### src/rtl/synth_reset_ctrl_if.sv
// Button/PLL inputs and synthesizer reset/status outputs of synth_reset_ctrl.
// The master side drives the raw inputs; the slave side is the controller.
interface synth_reset_ctrl_if #(
    parameter int unsigned NBTN = 3
);
    logic [NBTN-1:0] btn_n;
    logic            pll_locked;
    logic            synth_rst_n;
    logic [NBTN-1:0] btn_level;
    logic [NBTN-1:0] btn_press;
    logic            por_done;
    logic [7:0]      soft_rst_cnt;
    logic [1:0]      state;

    modport master (
        output btn_n,
        output pll_locked,
        input  synth_rst_n,
        input  btn_level,
        input  btn_press,
        input  por_done,
        input  soft_rst_cnt,
        input  state
    );

    modport slave (
        input  btn_n,
        input  pll_locked,
        output synth_rst_n,
        output btn_level,
        output btn_press,
        output por_done,
        output soft_rst_cnt,
        output state
    );
endinterface

### src/rtl/synth_reset_ctrl.sv
// Synthesizer reset front-end: PLL-gated power-on sequence, debounced buttons
// with press strobes, and a soft-reset button that pulses synth_rst_n low.
module synth_reset_ctrl #(
    parameter int unsigned NBTN       = 3,
    parameter int unsigned POR_CYCLES = 200,
    parameter int unsigned DEB_CYCLES = 64,
    parameter int unsigned RST_PULSE  = 16
) (
    input  logic              sysclk,
    input  logic              reset1,
    synth_reset_ctrl_if.slave bus
);

    localparam int unsigned DEB_W = (DEB_CYCLES > 1) ? $clog2(DEB_CYCLES) : 1;
    localparam int unsigned POR_W = (POR_CYCLES > 1) ? $clog2(POR_CYCLES) : 1;
    localparam int unsigned PUL_W = (RST_PULSE > 1) ? $clog2(RST_PULSE) : 1;

    localparam logic [DEB_W-1:0] DEB_MAX = DEB_W'(DEB_CYCLES - 1);
    localparam logic [POR_W-1:0] POR_MAX = POR_W'(POR_CYCLES - 1);
    localparam logic [PUL_W-1:0] PUL_MAX = PUL_W'(RST_PULSE - 1);

    typedef enum logic [1:0] {
        ST_POR  = 2'd0,
        ST_RUN  = 2'd1,
        ST_SOFT = 2'd2
    } state_e;

    logic [NBTN-1:0]            btn_meta_q;
    logic [NBTN-1:0]            btn_sync_q;
    logic                       lock_meta_q;
    logic                       lock_sync_q;

    logic [NBTN-1:0][DEB_W-1:0] deb_cnt_q;
    logic [NBTN-1:0][DEB_W-1:0] deb_cnt_d;
    logic [NBTN-1:0]            btn_level_q;
    logic [NBTN-1:0]            btn_level_d;
    logic [NBTN-1:0]            btn_press_q;
    logic [NBTN-1:0]            btn_press_d;
    logic [NBTN-1:0]            pressed;

    state_e                     state_q;
    state_e                     state_d;
    logic [POR_W-1:0]           por_cnt_q;
    logic [POR_W-1:0]           por_cnt_d;
    logic [PUL_W-1:0]           pulse_cnt_q;
    logic [PUL_W-1:0]           pulse_cnt_d;
    logic                       por_done_q;
    logic                       por_done_d;
    logic [7:0]                 soft_cnt_q;
    logic [7:0]                 soft_cnt_d;
    logic                       synth_rst_n_q;
    logic                       synth_rst_n_d;

    // Synchronisers idle at "button released, PLL unlocked".
    always_ff @(posedge sysclk or negedge reset1) begin
        if (!reset1) begin
            btn_meta_q  <= '1;
            btn_sync_q  <= '1;
            lock_meta_q <= 1'b0;
            lock_sync_q <= 1'b0;
        end else begin
            btn_meta_q  <= bus.btn_n;
            btn_sync_q  <= btn_meta_q;
            lock_meta_q <= bus.pll_locked;
            lock_sync_q <= lock_meta_q;
        end
    end

    always_comb begin
        pressed     = ~btn_sync_q;
        deb_cnt_d   = '0;
        btn_level_d = btn_level_q;
        for (int unsigned i = 0; i < NBTN; i++) begin
            if (pressed[i] != btn_level_q[i]) begin
                if (deb_cnt_q[i] == DEB_MAX) begin
                    btn_level_d[i] = ~btn_level_q[i];
                end else begin
                    deb_cnt_d[i] = deb_cnt_q[i] + 1'b1;
                end
            end
        end
        btn_press_d = btn_level_d & ~btn_level_q;
    end

    always_ff @(posedge sysclk or negedge reset1) begin
        if (!reset1) begin
            deb_cnt_q   <= '0;
            btn_level_q <= '0;
            btn_press_q <= '0;
        end else begin
            deb_cnt_q   <= deb_cnt_d;
            btn_level_q <= btn_level_d;
            btn_press_q <= btn_press_d;
        end
    end

    always_comb begin
        state_d     = state_q;
        por_cnt_d   = por_cnt_q;
        pulse_cnt_d = pulse_cnt_q;
        por_done_d  = por_done_q;
        soft_cnt_d  = soft_cnt_q;

        case (state_q)
            ST_POR: begin
                if (!lock_sync_q) begin
                    por_cnt_d = '0;
                end else if (por_cnt_q == POR_MAX) begin
                    state_d    = ST_RUN;
                    por_cnt_d  = '0;
                    por_done_d = 1'b1;
                end else begin
                    por_cnt_d = por_cnt_q + 1'b1;
                end
            end
            ST_RUN: begin
                if (!lock_sync_q) begin
                    state_d   = ST_POR;
                    por_cnt_d = '0;
                end else if (btn_press_q[0]) begin
                    state_d     = ST_SOFT;
                    pulse_cnt_d = '0;
                    if (soft_cnt_q != 8'hFF) begin
                        soft_cnt_d = soft_cnt_q + 8'd1;
                    end
                end
            end
            ST_SOFT: begin
                // Pulse counter parks at its maximum so a held button extends the reset.
                if (!lock_sync_q) begin
                    state_d   = ST_POR;
                    por_cnt_d = '0;
                end else if (pulse_cnt_q == PUL_MAX) begin
                    if (!btn_level_q[0]) begin
                        state_d = ST_RUN;
                    end
                end else begin
                    pulse_cnt_d = pulse_cnt_q + 1'b1;
                end
            end
            default: begin
                state_d   = ST_POR;
                por_cnt_d = '0;
            end
        endcase

        synth_rst_n_d = (state_d == ST_RUN);
    end

    always_ff @(posedge sysclk or negedge reset1) begin
        if (!reset1) begin
            state_q       <= ST_POR;
            por_cnt_q     <= '0;
            pulse_cnt_q   <= '0;
            por_done_q    <= 1'b0;
            soft_cnt_q    <= '0;
            synth_rst_n_q <= 1'b0;
        end else begin
            state_q       <= state_d;
            por_cnt_q     <= por_cnt_d;
            pulse_cnt_q   <= pulse_cnt_d;
            por_done_q    <= por_done_d;
            soft_cnt_q    <= soft_cnt_d;
            synth_rst_n_q <= synth_rst_n_d;
        end
    end

    assign bus.synth_rst_n  = synth_rst_n_q;
    assign bus.btn_level    = btn_level_q;
    assign bus.btn_press    = btn_press_q;
    assign bus.por_done     = por_done_q;
    assign bus.soft_rst_cnt = soft_cnt_q;
    assign bus.state        = state_q;

endmodule
### src/flat_wrapper.sv
// flat-port wrapper written by rule: the top's interface ports become plain ports
module synth_reset_ctrl_flat 
#(
    parameter int unsigned NBTN       = 3,
    parameter int unsigned POR_CYCLES = 200,
    parameter int unsigned DEB_CYCLES = 64,
    parameter int unsigned RST_PULSE  = 16
)
  (sysclk, reset1, bus_btn_n, bus_pll_locked, bus_synth_rst_n, bus_btn_level, bus_btn_press, bus_por_done, bus_soft_rst_cnt, bus_state);
  synth_reset_ctrl_if #(.NBTN(NBTN)) bus_i ();
  input  logic sysclk;
  input  logic reset1;
  input wire logic [$bits(bus_i.btn_n)-1:0] bus_btn_n;
  input wire logic [$bits(bus_i.pll_locked)-1:0] bus_pll_locked;
  output wire logic [$bits(bus_i.synth_rst_n)-1:0] bus_synth_rst_n;
  output wire logic [$bits(bus_i.btn_level)-1:0] bus_btn_level;
  output wire logic [$bits(bus_i.btn_press)-1:0] bus_btn_press;
  output wire logic [$bits(bus_i.por_done)-1:0] bus_por_done;
  output wire logic [$bits(bus_i.soft_rst_cnt)-1:0] bus_soft_rst_cnt;
  output wire logic [$bits(bus_i.state)-1:0] bus_state;
  assign bus_i.btn_n = bus_btn_n;
  assign bus_i.pll_locked = bus_pll_locked;
  assign bus_synth_rst_n = bus_i.synth_rst_n;
  assign bus_btn_level = bus_i.btn_level;
  assign bus_btn_press = bus_i.btn_press;
  assign bus_por_done = bus_i.por_done;
  assign bus_soft_rst_cnt = bus_i.soft_rst_cnt;
  assign bus_state = bus_i.state;
  synth_reset_ctrl #(.NBTN(NBTN), .POR_CYCLES(POR_CYCLES), .DEB_CYCLES(DEB_CYCLES), .RST_PULSE(RST_PULSE)) u_core (.sysclk(sysclk), .reset1(reset1), .bus(bus_i));
endmodule
### config.mk
export PLATFORM = sky130hd
export DESIGN_NAME = synth_reset_ctrl_flat
export DESIGN_NICKNAME = d
export VERILOG_FILES = /design/src/rtl/synth_reset_ctrl_if.sv /design/src/rtl/synth_reset_ctrl.sv /design/src/flat_wrapper.sv
export SDC_FILE = /design/constraint.sdc
export NUM_CORES = 1
export LEC_CHECK = 0
export CAP_MARGIN = 20
export CORE_UTILIZATION = 56
export DETAILED_ROUTE_END_ITERATION = 12
export PLACE_DENSITY = 0.76
export SLEW_MARGIN = 20
export SYNTH_ARGS = -nofsm -noshare
export SYNTH_HDL_FRONTEND = slang
export SYNTH_SLANG_ARGS = --single-unit
export TNS_END_PERCENT = 20
### constraint.sdc
create_clock -name sysclk -period 2.1 [get_ports sysclk]
set_input_delay 0.42 -clock sysclk [delete_from_list [all_inputs] [get_ports sysclk]]
set_output_delay 0.42 -clock sysclk [all_outputs]
set_load 0.02 [all_outputs]
==> impl_metrics.sql, run 1 <==
INSERT INTO impl_metrics (metric_group, metric, value, unit) VALUES
('timing', 'setup-violations-final', '0', ''),
('yosys', 'yosysUniqueCellTypes', '36', ''),
('critical_path', 'cp_data_arrival_time', '2.08', 'ns'),
('layout', 'ant_diodes', '0', ''),
('placed_design', 'numPortBuffers', '23', ''),
('power_and_ir_drop', 'power.static_leakage', '0.00126', 'µW'),
('yosys', 'yosysTopAreaCellShare', '50.4', '%'),
('clock_network', 'cts-root-buf', 'sky130_fd_sc_hd__clkbuf_8', ''),
('yosys', 'syn-mean-instance-area', '11.2', 'µm²'),
('timing', 'slew_headroom', '72.5', '%'),
('clock_network', 'cts_max_level', '2', ''),
('clock_network', 'hold_buffers', '0', ''),
('power_and_ir_drop', 'vdd_ir_drop_max', '0.478', 'mV'),
('clock_network', 'tritoncts_clock_tree', 'done', ''),
('clock_network', 'tritoncts_buffers', '5', ''),
('job', 'max_cap_viol_count', '0', ''),
('worst_hold_path', 'timing.hold.worst.class', 'in -> async', ''),
('critical_path', 'max_stage_delay', '0.45', 'ns'),
('placed_design', 'dpl-instance-area', '2780', 'µm²'),
('clock_network', 'clock_sink_count', '56', ''),
('routing', 'drt_drc_violations_left', '0', ''),
('clock_network', 'cts.reportedPaths.clkPinSlew', '0.10', 'ns'),
('clock_network', 'cts_max_path_buffers', '2', ''),
('placed_design', 'place.detailed.hpwl', '2760', 'µm'),
('yosys', 'synthCells', '222', ''),
('floorplan', 'dieWidth', '68.6', 'µm'),
('grt', 'grt_pass1_wl', '7020', 'µm'),
('timing', 'final_slew_viol_count', '0', ''),
('critical_path', 'rr_startpoint', 'u_core.bus.state[0]', ''),
('floorplan', 'area_of_the_die', '4700', 'µm²'),
('run_status', 'run_status', 'finished clean', ''),
('yosys', 'synth.most_common_cell', 'sky130_fd_sc_hd__dfrtp_1', ''),
('timing', 'final.setup_skew', '0.0114', 'ns'),
('routing', 'final_antenna_net_count', '0', ''),
('yosys', 'synth_enable_flop_cells', '0', ''),
('routing', 'wl', '4000', 'µm'),
('routing', 'num_vias', '1604', ''),
('critical_path', 'kind_of_launch_point_of_the_worst_setup_path', 'flip-flop', ''),
('yosys', 'yosys_warnings', '0', ''),
('critical_path', 'worst_ep_required_time', '2.30', 'ns'),
('clock_network', 'post_cts_resized', '0', ''),
('routing', 'avgViaCountPerCell', '5.31', ''),
('clock_network', 'worst_skew_pair.late_latency', '0.31', 'ns'),
('layout', 'final_net_count', '267', ''),
('grt', 'global_route.overflow_total', '0', ''),
('critical_path', 'critical_path.slowest_cell', 'sky130_fd_sc_hd__dfrtp_1', ''),
('yosys', 'synth_seq_cells', '56', ''),
('grt', 'grt.total_usage', '20.5', '%'),
('yosys', 'syn_area', '2480', 'µm²'),
('critical_path', 'worst_setup_path_class', 'reg -> reg', ''),
('floorplan', 'die_h', '68.6', 'µm'),
('layout', 'drive_gt1_share', '10.3', '%'),
('layout', 'postLayoutCoreUtil', '69.9', '%'),
('yosys', 'netlist_top_cells_area', 'sky130_fd_sc_hd__dfrtp_1 (50%), sky130_fd_sc_hd__xnor2_1 (8.8%), sky130_fd_sc_hd__dfstp_2 (6.4%)', ''),
('layout', 'layout.cell_area.non_filler', '2880', 'µm²'),
('timing', 'setup_tns', '0', 'ns'),
('timing', 'fin_crit', '1.88', 'ns'),
('routing', 'routed_wire_per_std_cell', '13.2', 'µm'),
('yosys', 'top_cell_type_by_total_area_after_synthesis', 'sky130_fd_sc_hd__dfrtp_1', ''),
('clock_network', 'cts_setup_buffers', '0', ''),
('timing', 'worst-slew-pin-transition', '0.409', 'ns'),
('placed_design', 'gp_routability_congestion', '0.758', ''),
('critical_path', 'worstSetupStartpoint', 'u_core.bus.state[0]', ''),
('grt', 'largest_net_degree_at_the_start_of_global_routing', '57', ''),
('yosys', 'synth.cells.most_frequent', 'sky130_fd_sc_hd__dfrtp_1 (50), sky130_fd_sc_hd__nor2_1 (32), sky130_fd_sc_hd__xnor2_1 (25), sky130_fd_sc_hd__nand2_1 (21), sky130_fd_sc_hd__nand3_1 (11)', ''),
('floorplan', 'design.core.area', '4120', 'µm²'),
('grt', 'grt_antenna_before_repair', '0', ''),
('floorplan', 'floorplan.initialDensity', '60.3', '%'),
('floorplan', 'io-pin-count', '24', ''),
('yosys', 'synth-seq-area-share', '56.8', '%'),
('timing', 'fmax', '0.533', 'GHz');
[registers in the layout, summed over array words and instances, names as in the netlist]
register and count:
u_core.bus.btn_level 3, u_core.bus.state 2, u_core.pulse_cnt_q 4, u_core.lock_sync_q 1, u_core.bus.btn_press 3, u_core.bus.synth_rst_n 1
u_core.por_cnt_q 8, u_core.btn_meta_q 3, u_core.deb_cnt_q 18, u_core.btn_sync_q 3, u_core.lock_meta_q 1, u_core.bus.soft_rst_cnt 8
u_core.bus.por_done 1
[worst max-delay path, delay by kind of cell (launching register included)]
kind,cells,cell delay [ns]
xor+xnor,1,0.16
fa+ha+maj,1,0.41
buf+inv,1,0.11
simple gates,2,0.37
compound gates,1,0.26
flops,1,0.45
[area by class of cell]
class	instances	area, µm²
Clock buffer	6	82.6
Clock inverter	2	15.0
Fill cell	328	1240
Inverter	4	15.0
Multi-Input combinational cell	160	1050
Sequential cell	56	1410
Tap cell	50	62.6
Timing Repair Buffer	24	245
[cells by family (layout without fill, tap and decap cells)]
group / count (synthesis) / after routing / share of synthesized area [%]
mux: 2 / 2 / 0.908
buf+inv: 6 / 36 / 0.958
compound gates: 18 / 18 / 5.90
xor+xnor: 32 / 32 / 11.3
flops: 56 / 56 / 56.8
fa+ha+maj: 10 / 10 / 5.04
simple gates: 98 / 98 / 19.1
[path summary, 6_finish.rpt]
| check | to | slack [ns] | cells after the start |
|---|---|---|---|
| max in group asynchronous | u_core.btn_sync_q[2] | 1.72 | 2 |
| max reg2reg | u_core.por_cnt_q[7] | 0.22 | 6 |
| max | u_core.por_cnt_q[7] | 0.22 | 6 |
| min reg2reg | u_core.btn_sync_q[1] | 0.36 | 0 |
| min | u_core.pulse_cnt_q[2] | 0.09 | 2 |
| min in group sysclk | u_core.btn_sync_q[1] | 0.36 | 0 |
[layer usage]
layer | vias to the layer above | GRT usage, % | wire length (µm)
met5 | - | 0 | 0
met4 | 0 | 8.07 | 57
met3 | 5 | 4.28 | 132
met2 | 28 | 33.7 | 1810
met1 | 765 | 26.6 | 1990
li1 | 806 | - | -
[power by group]
part           total (µW)  switching (µW)  leakage, µW  internal (µW)
combinational        84.0            47.1     0.000471           36.9
clock                 606             338    0.0000434            267
sequential           1130            22.2     0.000747           1110
[layout by cell type, fill, tap and decap left out, drive strengths merged]
cell type,synthesis,layout
nor3,6,6
a311oi,1,1
a211o,1,1
nor2,32,32
a32o,1,1
or3,1,1
clkdlybuf4s50,0,22
nand4b,2,2
mux2,2,2
nand2,21,21
a21bo,1,1
clkinvlp,0,2
and4,1,1
a22oi,1,1
o21ai,3,3
nor2b,2,2
dfrtp,50,50
a31oi,2,2
nand2b,2,2
or2,3,3
nand3,11,11
inv,4,4
a21oi,6,6
dfstp,6,6
buf,0,2
xor2,7,7
o311ai,2,2
and3,7,7
clkbuf,2,6
nor4,2,2
nand4,3,3
ha,10,10
xnor2,25,25
nor4b,1,1
and2,4,4
[stage by stage]
step | hold slack, ns | cells | setup WS, ns
global placement | 0.341 | 294 | 0.290
CTS | 0.0968 | 302 | 0.216
detailed placement | 0.347 | 294 | 0.224
global route | 0.105 | 302 | 0.0718
floorplan | 0.124 | 222 | 0.175
finish | 0.0901 | 302 | 0.225
Note: power is estimated with default switching activity, not from simulation.
==> inputs of run 2 (changes only) <==
--- a/config.mk
+++ b/config.mk
@@ -6,8 +6,11 @@
 export NUM_CORES = 1
 export LEC_CHECK = 0
 export CAP_MARGIN = 20
-export CORE_UTILIZATION = 56
+export CORE_UTILIZATION = 62
 export DETAILED_ROUTE_END_ITERATION = 12
+export DONT_BUFFER_PORTS = 1
+export GPL_ROUTABILITY_DRIVEN = 1
+export GPL_TIMING_DRIVEN = 0
 export PLACE_DENSITY = 0.76
 export SLEW_MARGIN = 20
 export SYNTH_ARGS = -nofsm -noshare
==> run 2 against run 1 <==
Compared with the run above:
- flip-flop and latch count unchanged
- worst hold slack better by 0.017 ns
- power down 2.8%
- cell count down 7.6%
- die area down 9.4%
- clock skew down 0.0056 ns
- clock power down 8.1%
- sequential share of layout area up 3.8 points
- via count unchanged
- sequential power about the same
- first-iteration DRC count up 13%
- critical path type unchanged
- highest routed layer unchanged
==> impl_metrics.sql, run 2 (same netlist as run 1, synthesis figures left out) <==
INSERT INTO impl_metrics (metric_group, metric, value, unit) VALUES
('clock_network', 'tritoncts_clock_tree', 'done', ''),
('clock_network', 'cts_max_level', '2', ''),
('worst_hold_path', 'timing.hold.worst.class', 'in -> reg', ''),
('layout', 'post_layout_nonfiller_instances', '279', ''),
('routing', 'routed_wire_per_std_cell', '15.1', 'µm'),
('grt', 'grt_pass1_wl', '7720', 'µm'),
('routing', 'drt_pass1_iterations', '4', ''),
('clock_network', 'cts_max_path_buffers', '2', ''),
('clock_network', 'clock_sink_count', '56', ''),
('floorplan', 'dieWidth', '65.3', 'µm'),
('layout', 'most_common_library_cell_in_the_layout_ignoring_fill_and_taps', 'sky130_fd_sc_hd__dfrtp_1', ''),
('critical_path', 'worst_ep_required_time', '2.30', 'ns'),
('timing', 'final_slew_viol_count', '0', ''),
('critical_path', 'worstPathMaxFanout', '5', ''),
('timing', 'timing_hold_violations_final', '0', ''),
('critical_path', 'max_stage_delay', '0.50', 'ns'),
('power_and_ir_drop', 'vdd_ir_drop_max', '0.776', 'mV'),
('layout', 'commonest_non_fill_non_tap_cells_in_the_layout', 'sky130_fd_sc_hd__dfrtp_1 (48), sky130_fd_sc_hd__nor2_1 (32), sky130_fd_sc_hd__xnor2_1 (25)', ''),
('layout', 'postLayoutCoreUtil', '71.5', '%'),
('layout', 'ant_diodes', '0', ''),
('power_and_ir_drop', 'p_switching', '389', 'µW'),
('power_and_ir_drop', 'power.share.sequential', '63.8', '%'),
('timing', 'fin_crit', '1.92', 'ns'),
('grt', 'largest_net_degree_at_the_start_of_global_routing', '57', ''),
('power_and_ir_drop', 'power.static_leakage', '0.00119', 'µW'),
('floorplan', 'floorplan.initialDensity', '66.3', '%'),
('run_status', 'run_status', 'finished clean', ''),
('grt', 'first_global_vias', '1714', ''),
('layout', 'drive_gt1_share', '12.6', '%'),
('power_and_ir_drop', 'power_frac_clock', '31.5', '%'),
('routing', 'drtIter0Drc', '106', ''),
('critical_path', 'critical_path.slowest_cell', 'sky130_fd_sc_hd__dfrtp_2', ''),
('timing', 'slew_headroom', '76.6', '%'),
('timing', 'grt_setup_unrepaired', 'true', ''),
('placed_design', 'place.detailed.hpwl', '2920', 'µm'),
('clock_network', 'worst_skew_pair.late_latency', '0.30', 'ns'),
('critical_path', 'path_delay_family', 'compound AO/OA/AOI/OAI gates', ''),
('floorplan', 'area_of_the_die', '4260', 'µm²'),
('critical_path', 'cp_data_arrival_time', '2.13', 'ns'),
('critical_path', 'cp.buffers_inverters', '1', ''),
('grt', 'grt_antenna_before_repair', '0', ''),
('clock_network', 'cts-root-buf', 'sky130_fd_sc_hd__clkbuf_8', ''),
('clock_network', 'cts_setup_buffers', '0', ''),
('routing', 'num_vias', '1604', ''),
('timing', 'fmax', '0.520', 'GHz'),
('routing', 'final_antenna_net_count', '0', ''),
('critical_path', 'kind_of_launch_point_of_the_worst_setup_path', 'flip-flop', ''),
('power_and_ir_drop', 'p_comb_share', '4.7', '%'),
('floorplan', 'design.core.area', '3740', 'µm²'),
('floorplan', 'placementRows', '22', ''),
('layout', 'synthesis_to_layout_area_growth', '7.87', '%'),
('routing', 'avgViaCountPerCell', '5.75', ''),
('routing', 'drt_drc_violations_left', '0', ''),
('power_and_ir_drop', 'powerDensity', '661', 'nW/µm²'),
('grt', 'global_route.overflow_total', '0', ''),
('critical_path', 'end_kind', 'flip-flop', ''),
('job', 'max_cap_viol_count', '0', ''),
('layout', 'register_with_the_most_flip_flops', 'u_core.deb_cnt_q', ''),
('floorplan', 'io-pin-count', '24', ''),
('critical_path', 'worst_setup_path_class', 'reg -> reg', ''),
('power_and_ir_drop', 'intPower', '1380', 'µW'),
('layout', 'final_net_count', '246', ''),
('timing', 'fin_hold_ws', '0.107', 'ns'),
('critical_path', 'critical_path.cell_chain', 'inv_1, ha_1, nor2b_1, a21oi_1, a211o_1, a311oi_1', ''),
('power_and_ir_drop', 'power.share.switching', '22.0', '%'),
('timing', 'setup-violations-final', '0', ''),
('clock_network', 'cts.reportedPaths.clkPinSlew', '0.09', 'ns'),
('layout', 'flip_flop_count_of_the_largest_register_all_copies_and_words_added', '18', ''),
('floorplan', 'die_h', '65.3', 'µm'),
('placed_design', 'place_inst', '270', ''),
('timing', 'post-route-period-util', '91.7', '%'),
('layout', 'final.fill_count', '258', ''),
('timing', 'worst-slew-pin-transition', '0.346', 'ns'),
('clock_network', 'tritoncts_buffers', '5', ''),
('routing', 'wl', '4220', 'µm'),
('grt', 'grt.total_usage', '24.3', '%'),
('timing', 'final.setup_skew', '0.00578', 'ns'),
('placed_design', 'gp_routability_congestion', '0.786', ''),
('placed_design', 'numPortBuffers', '0', '');
[run 2: path summary, 6_finish.rpt]
kind | startpoint | to | slack [ns] | depth (start not counted)
min reg2reg | u_core.btn_meta_q[2] | u_core.btn_sync_q[2] | 0.36 | 0
max in group asynchronous | reset1 | u_core.btn_meta_q[0] | 1.18 | 2
min | bus_btn_n[2] | u_core.btn_meta_q[2] | 0.11 | 0
max | u_core.bus.state[1] | u_core.bus.synth_rst_n | 0.18 | 6
min in group asynchronous | reset1 | u_core.pulse_cnt_q[2] | 0.63 | 2
max reg2reg | u_core.bus.state[1] | u_core.bus.synth_rst_n | 0.18 | 6
[run 2: metal layers]
layer  share of wire (%)  global-route usage (%)
met1                  44                    31.6
met2                  49                    37.9
met3                 4.4                    6.42
met4                 2.6                    11.4
met5                   0                       0
[run 2: power by group through the flow]
stage / sequential (µW) / combinational [µW] / clock [µW]
after floorplan: 1150 / 45.7 / 0
after global placement: 1150 / 52.6 / 0
after detailed placement: 1150 / 55.8 / 0
after CTS: 1130 / 85.4 / 584
after global routing: 1130 / 100 / 615
final: 1130 / 83.6 / 557
[run 2: repair_timing]
item,CTS,global route
pin swaps,0,0
setup endpoints to repair,7,8
gates cloned,0,0
hold buffers,2,0
resized for setup,2,3
hold endpoints to repair,56,0
[run 2: per-stage QoR]
step	setup TNS (ns)	power [µW]	instance area (µm²)	setup WS, ns
2_1_floorplan	0	1190	2480	0.175
3_3_place_gp	-0.00468	1200	2540	-0.00468
3_5_place_dp	-0.368	1210	2540	-0.104
4_1_cts	0	1800	2670	0.00216
5_1_grt	0	1850	2680	0.00858
6_report	0	1770	2680	0.175
[run 2: layout make-up]
class	count	area [µm²]	area share, %
flip-flops and latches	56	1410	52.7
multi-input cells	160	1060	39.7
clock buffers	7	76.3	2.85
well taps	48	60.1	2.24
repair buffers	2	37.5	1.40
inverters	4	15.0	0.561
clock inverters	1	8.76	0.327
plain buffers	1	5.00	0.187
==> inputs of run 3 (changes only) <==
--- a/config.mk
+++ b/config.mk
@@ -11,7 +11,7 @@
 export DONT_BUFFER_PORTS = 1
 export GPL_ROUTABILITY_DRIVEN = 1
 export GPL_TIMING_DRIVEN = 0
-export PLACE_DENSITY = 0.76
+export PLACE_DENSITY = 0.78
 export SLEW_MARGIN = 20
 export SYNTH_ARGS = -nofsm -noshare
 export SYNTH_HDL_FRONTEND = slang
==> constraint.sdc (replaced) <==
create_clock -name sysclk -period 2.1 [get_ports sysclk]
set_input_delay 0.42 -clock sysclk [delete_from_list [all_inputs] [get_ports sysclk]]
set_output_delay 0.42 -clock sysclk [all_outputs]
set_load 0.005 [all_outputs]
==> run 3 against run 2 <==
Compared with the run above:
- die area did not move
- critical path depth stayed put
- final area rose by 0.19%
- via count down 0.69%
- utilization rose by 0.13 points
- sequential power barely moved
- sequential share of layout area shrank 0.19 points
- cell count did not move
- non-clock buffer count unchanged
- global-route usage rose by 0.13 points
- combinational power increased by 2%
- fmax increased by 1.0%
==> impl_metrics.sql, run 3 (same netlist as run 1, synthesis figures left out) <==
INSERT INTO impl_metrics (metric_group, metric, value, unit) VALUES
('run_status', 'run_status', 'finished clean', ''),
('timing', 'worst-slew-pin-transition', '0.357', 'ns'),
('layout', 'ant_diodes', '0', ''),
('floorplan', 'io-pin-count', '24', ''),
('grt', 'grt_pass1_wl', '7650', 'µm'),
('timing', 'post-route-period-util', '90.7', '%'),
('placed_design', 'place.detailed.hpwl', '3090', 'µm'),
('critical_path', 'max_stage_delay', '0.46', 'ns'),
('critical_path', 'worstSetupStartpoint', 'u_core.bus.state[0]', ''),
('critical_path', 'worst_ep_required_time', '2.29', 'ns'),
('grt', 'grt.total_usage', '24.4', '%'),
('routing', 'drtIter0Drc', '69', ''),
('floorplan', 'design.core.area', '3740', 'µm²'),
('clock_network', 'cts_max_level', '2', ''),
('layout', 'flip_flop_count_of_the_largest_register_all_copies_and_words_added', '18', ''),
('timing', 'fin_crit', '1.91', 'ns'),
('grt', 'largest_net_degree_at_the_start_of_global_routing', '57', ''),
('layout', 'commonest_non_fill_non_tap_cells_in_the_layout', 'sky130_fd_sc_hd__dfrtp_1 (50), sky130_fd_sc_hd__nor2_1 (32), sky130_fd_sc_hd__xnor2_1 (25)', ''),
('job', 'max_cap_viol_count', '0', ''),
('critical_path', 'critical_path.cell_chain', 'inv_1, ha_1, a21bo_2, or2_2, xor2_1, nor2_1', ''),
('floorplan', 'area_of_the_die', '4260', 'µm²'),
('critical_path', 'path_delay_family', 'flip-flops', ''),
('power_and_ir_drop', 'power.static_leakage', '0.00120', 'µW'),
('placed_design', 'place_inst', '270', ''),
('critical_path', 'end_kind', 'flip-flop', ''),
('layout', 'most_common_library_cell_in_the_layout_ignoring_fill_and_taps', 'sky130_fd_sc_hd__dfrtp_1', ''),
('clock_network', 'tritoncts_buffers', '5', ''),
('timing', 'slew_headroom', '75.8', '%'),
('worst_hold_path', 'worstHoldStart', 'bus_btn_n[2]', ''),
('critical_path', 'worstPathMaxFanout', '9', ''),
('layout', 'postLayoutCoreUtil', '71.6', '%'),
('layout', 'synthesis_to_layout_area_growth', '8.07', '%'),
('floorplan', 'die_h', '65.3', 'µm'),
('critical_path', 'critical_path.slowest_cell', 'sky130_fd_sc_hd__dfrtp_1', ''),
('critical_path', 'worst_setup_path_class', 'reg -> reg', ''),
('routing', 'final_antenna_net_count', '0', ''),
('layout', 'drive_gt1_share', '11.7', '%'),
('routing', 'avgViaCountPerCell', '5.71', ''),
('layout', 'register_with_the_most_flip_flops', 'u_core.deb_cnt_q', ''),
('critical_path', 'rr_startpoint', 'u_core.bus.state[0]', ''),
('layout', 'final_net_count', '246', ''),
('clock_network', 'cts_setup_buffers', '0', ''),
('placed_design', 'gp_routability_congestion', '0.800', ''),
('clock_network', 'cts_max_path_buffers', '2', ''),
('timing', 'fmax', '0.525', 'GHz'),
('timing', 'final.setup_skew', '0.00875', 'ns'),
('power_and_ir_drop', 'powerDensity', '675', 'nW/µm²'),
('layout', 'post_layout_nonfiller_instances', '279', ''),
('routing', 'topRoutingLayerUsed', 'met4', ''),
('routing', 'metal2_wl', '2290', 'µm'),
('worst_hold_path', 'timing.hold.worst.class', 'in -> reg', ''),
('timing', 'final_slew_viol_count', '0', ''),
('grt', 'global_route.overflow_total', '0', ''),
('routing', 'wl', '4380', 'µm'),
('critical_path', 'cp_data_arrival_time', '2.10', 'ns'),
('clock_network', 'tritoncts_clock_tree', 'done', ''),
('routing', 'num_vias', '1593', ''),
('routing', 'drt_drc_violations_left', '0', ''),
('timing', 'setup-violations-final', '0', ''),
('clock_network', 'worst_skew_pair.late_latency', '0.30', 'ns'),
('clock_network', 'clock_sink_count', '56', ''),
('routing', 'drt_pass1_iterations', '4', ''),
('critical_path', 'kind_of_launch_point_of_the_worst_setup_path', 'flip-flop', ''),
('routing', 'wirelength_met1', '1830', 'µm'),
('routing', 'detailroute.wirelength.met3', '175', 'µm'),
('grt', 'first_global_vias', '1699', ''),
('power_and_ir_drop', 'vdd_ir_drop_max', '0.649', 'mV'),
('clock_network', 'cts-root-buf', 'sky130_fd_sc_hd__clkbuf_8', ''),
('timing', 'timing_hold_violations_final', '0', ''),
('routing', 'routed_wire_per_std_cell', '15.7', 'µm'),
('floorplan', 'placementRows', '22', ''),
('critical_path', 'cp.buffers_inverters', '1', ''),
('placed_design', 'numPortBuffers', '0', ''),
('grt', 'grt_antenna_before_repair', '0', ''),
('floorplan', 'floorplan.initialDensity', '66.3', '%'),
('clock_network', 'cts.reportedPaths.clkPinSlew', '0.09', 'ns'),
('timing', 'grt_setup_unrepaired', 'false', ''),
('floorplan', 'dieWidth', '65.3', 'µm');
==> run 3: cell counts in the layout (fill, tap and decap cells not counted) <==
Identical to the previous run, type by type.
==> run 3: report_power, final <==
part	switching [µW]	internal, µW	leakage, µW
Combinational	51.3	33.8	0.000407
Sequential	22.6	1110	0.000747
Clock	322	271	0.0000484
Total	396	1410	0.00120
==> run 3: layout make-up <==
class	count	area, µm²
Sequential cell	56	1410
Fill cell	284	1060
Multi-Input combinational cell	160	1060
Clock buffer	7	86.3
Tap cell	48	60.1
Timing Repair Buffer	2	37.5
Inverter	4	15.0
Clock inverter	1	8.76
Buffer	1	5.00
==> run 3: metrics by stage <==
stage                     setup slack [ns]  power (µW)  setup TNS [ns]  instance area (µm²)  hold WS (ns)
after global routing                0.0356        1880               0                 2680        0.0880
final                                0.195        1810               0                 2680         0.102
after floorplan                      0.300        1190               0                 2480         0.124
after detailed placement          -0.00616        1210        -0.00616                 2540         0.126
after global placement               0.124        1200               0                 2540         0.126
after CTS                           0.0552        1820               0                 2680        0.0970
==> run 3: metal layers <==
metal / vias up / global-route usage (%)
met5: - / 0
met4: 0 / 8.97
met3: 9 / 5.03
met2: 33 / 42.0
met1: 785 / 30.2
li1: 766 / -
==> run 3: path summary, 6_finish.rpt <==
check / cells after the start / to / slack, ns
max: 6 / u_core.por_cnt_q[4] / 0.19
min in group asynchronous: 2 / u_core.bus.btn_level[0] / 0.61
min: 0 / u_core.btn_meta_q[2] / 0.10
max in group asynchronous: 2 / u_core.btn_meta_q[0] / 1.18
max reg2reg: 6 / u_core.por_cnt_q[4] / 0.19
min reg2reg: 0 / u_core.btn_sync_q[0] / 0.36
==> run 3: worst reg2reg max path: stages, from the launching register on <==
cell and delay [ns]:
sky130_fd_sc_hd__dfrtp_1 0.46, sky130_fd_sc_hd__inv_1 0.12, sky130_fd_sc_hd__ha_1 0.43, sky130_fd_sc_hd__a21bo_2 0.27, sky130_fd_sc_hd__or2_2 0.31, sky130_fd_sc_hd__xor2_1 0.15, sky130_fd_sc_hd__nor2_1 0.06
==> run 3: timing repair <==
action                                 4_1_cts  5_1_grt
setup endpoints to repair                    1        6
gates resized for setup                      1        1
pin swaps                                    0        0
endpoints found under the hold margin       56        0
hold buffers                                 2        0
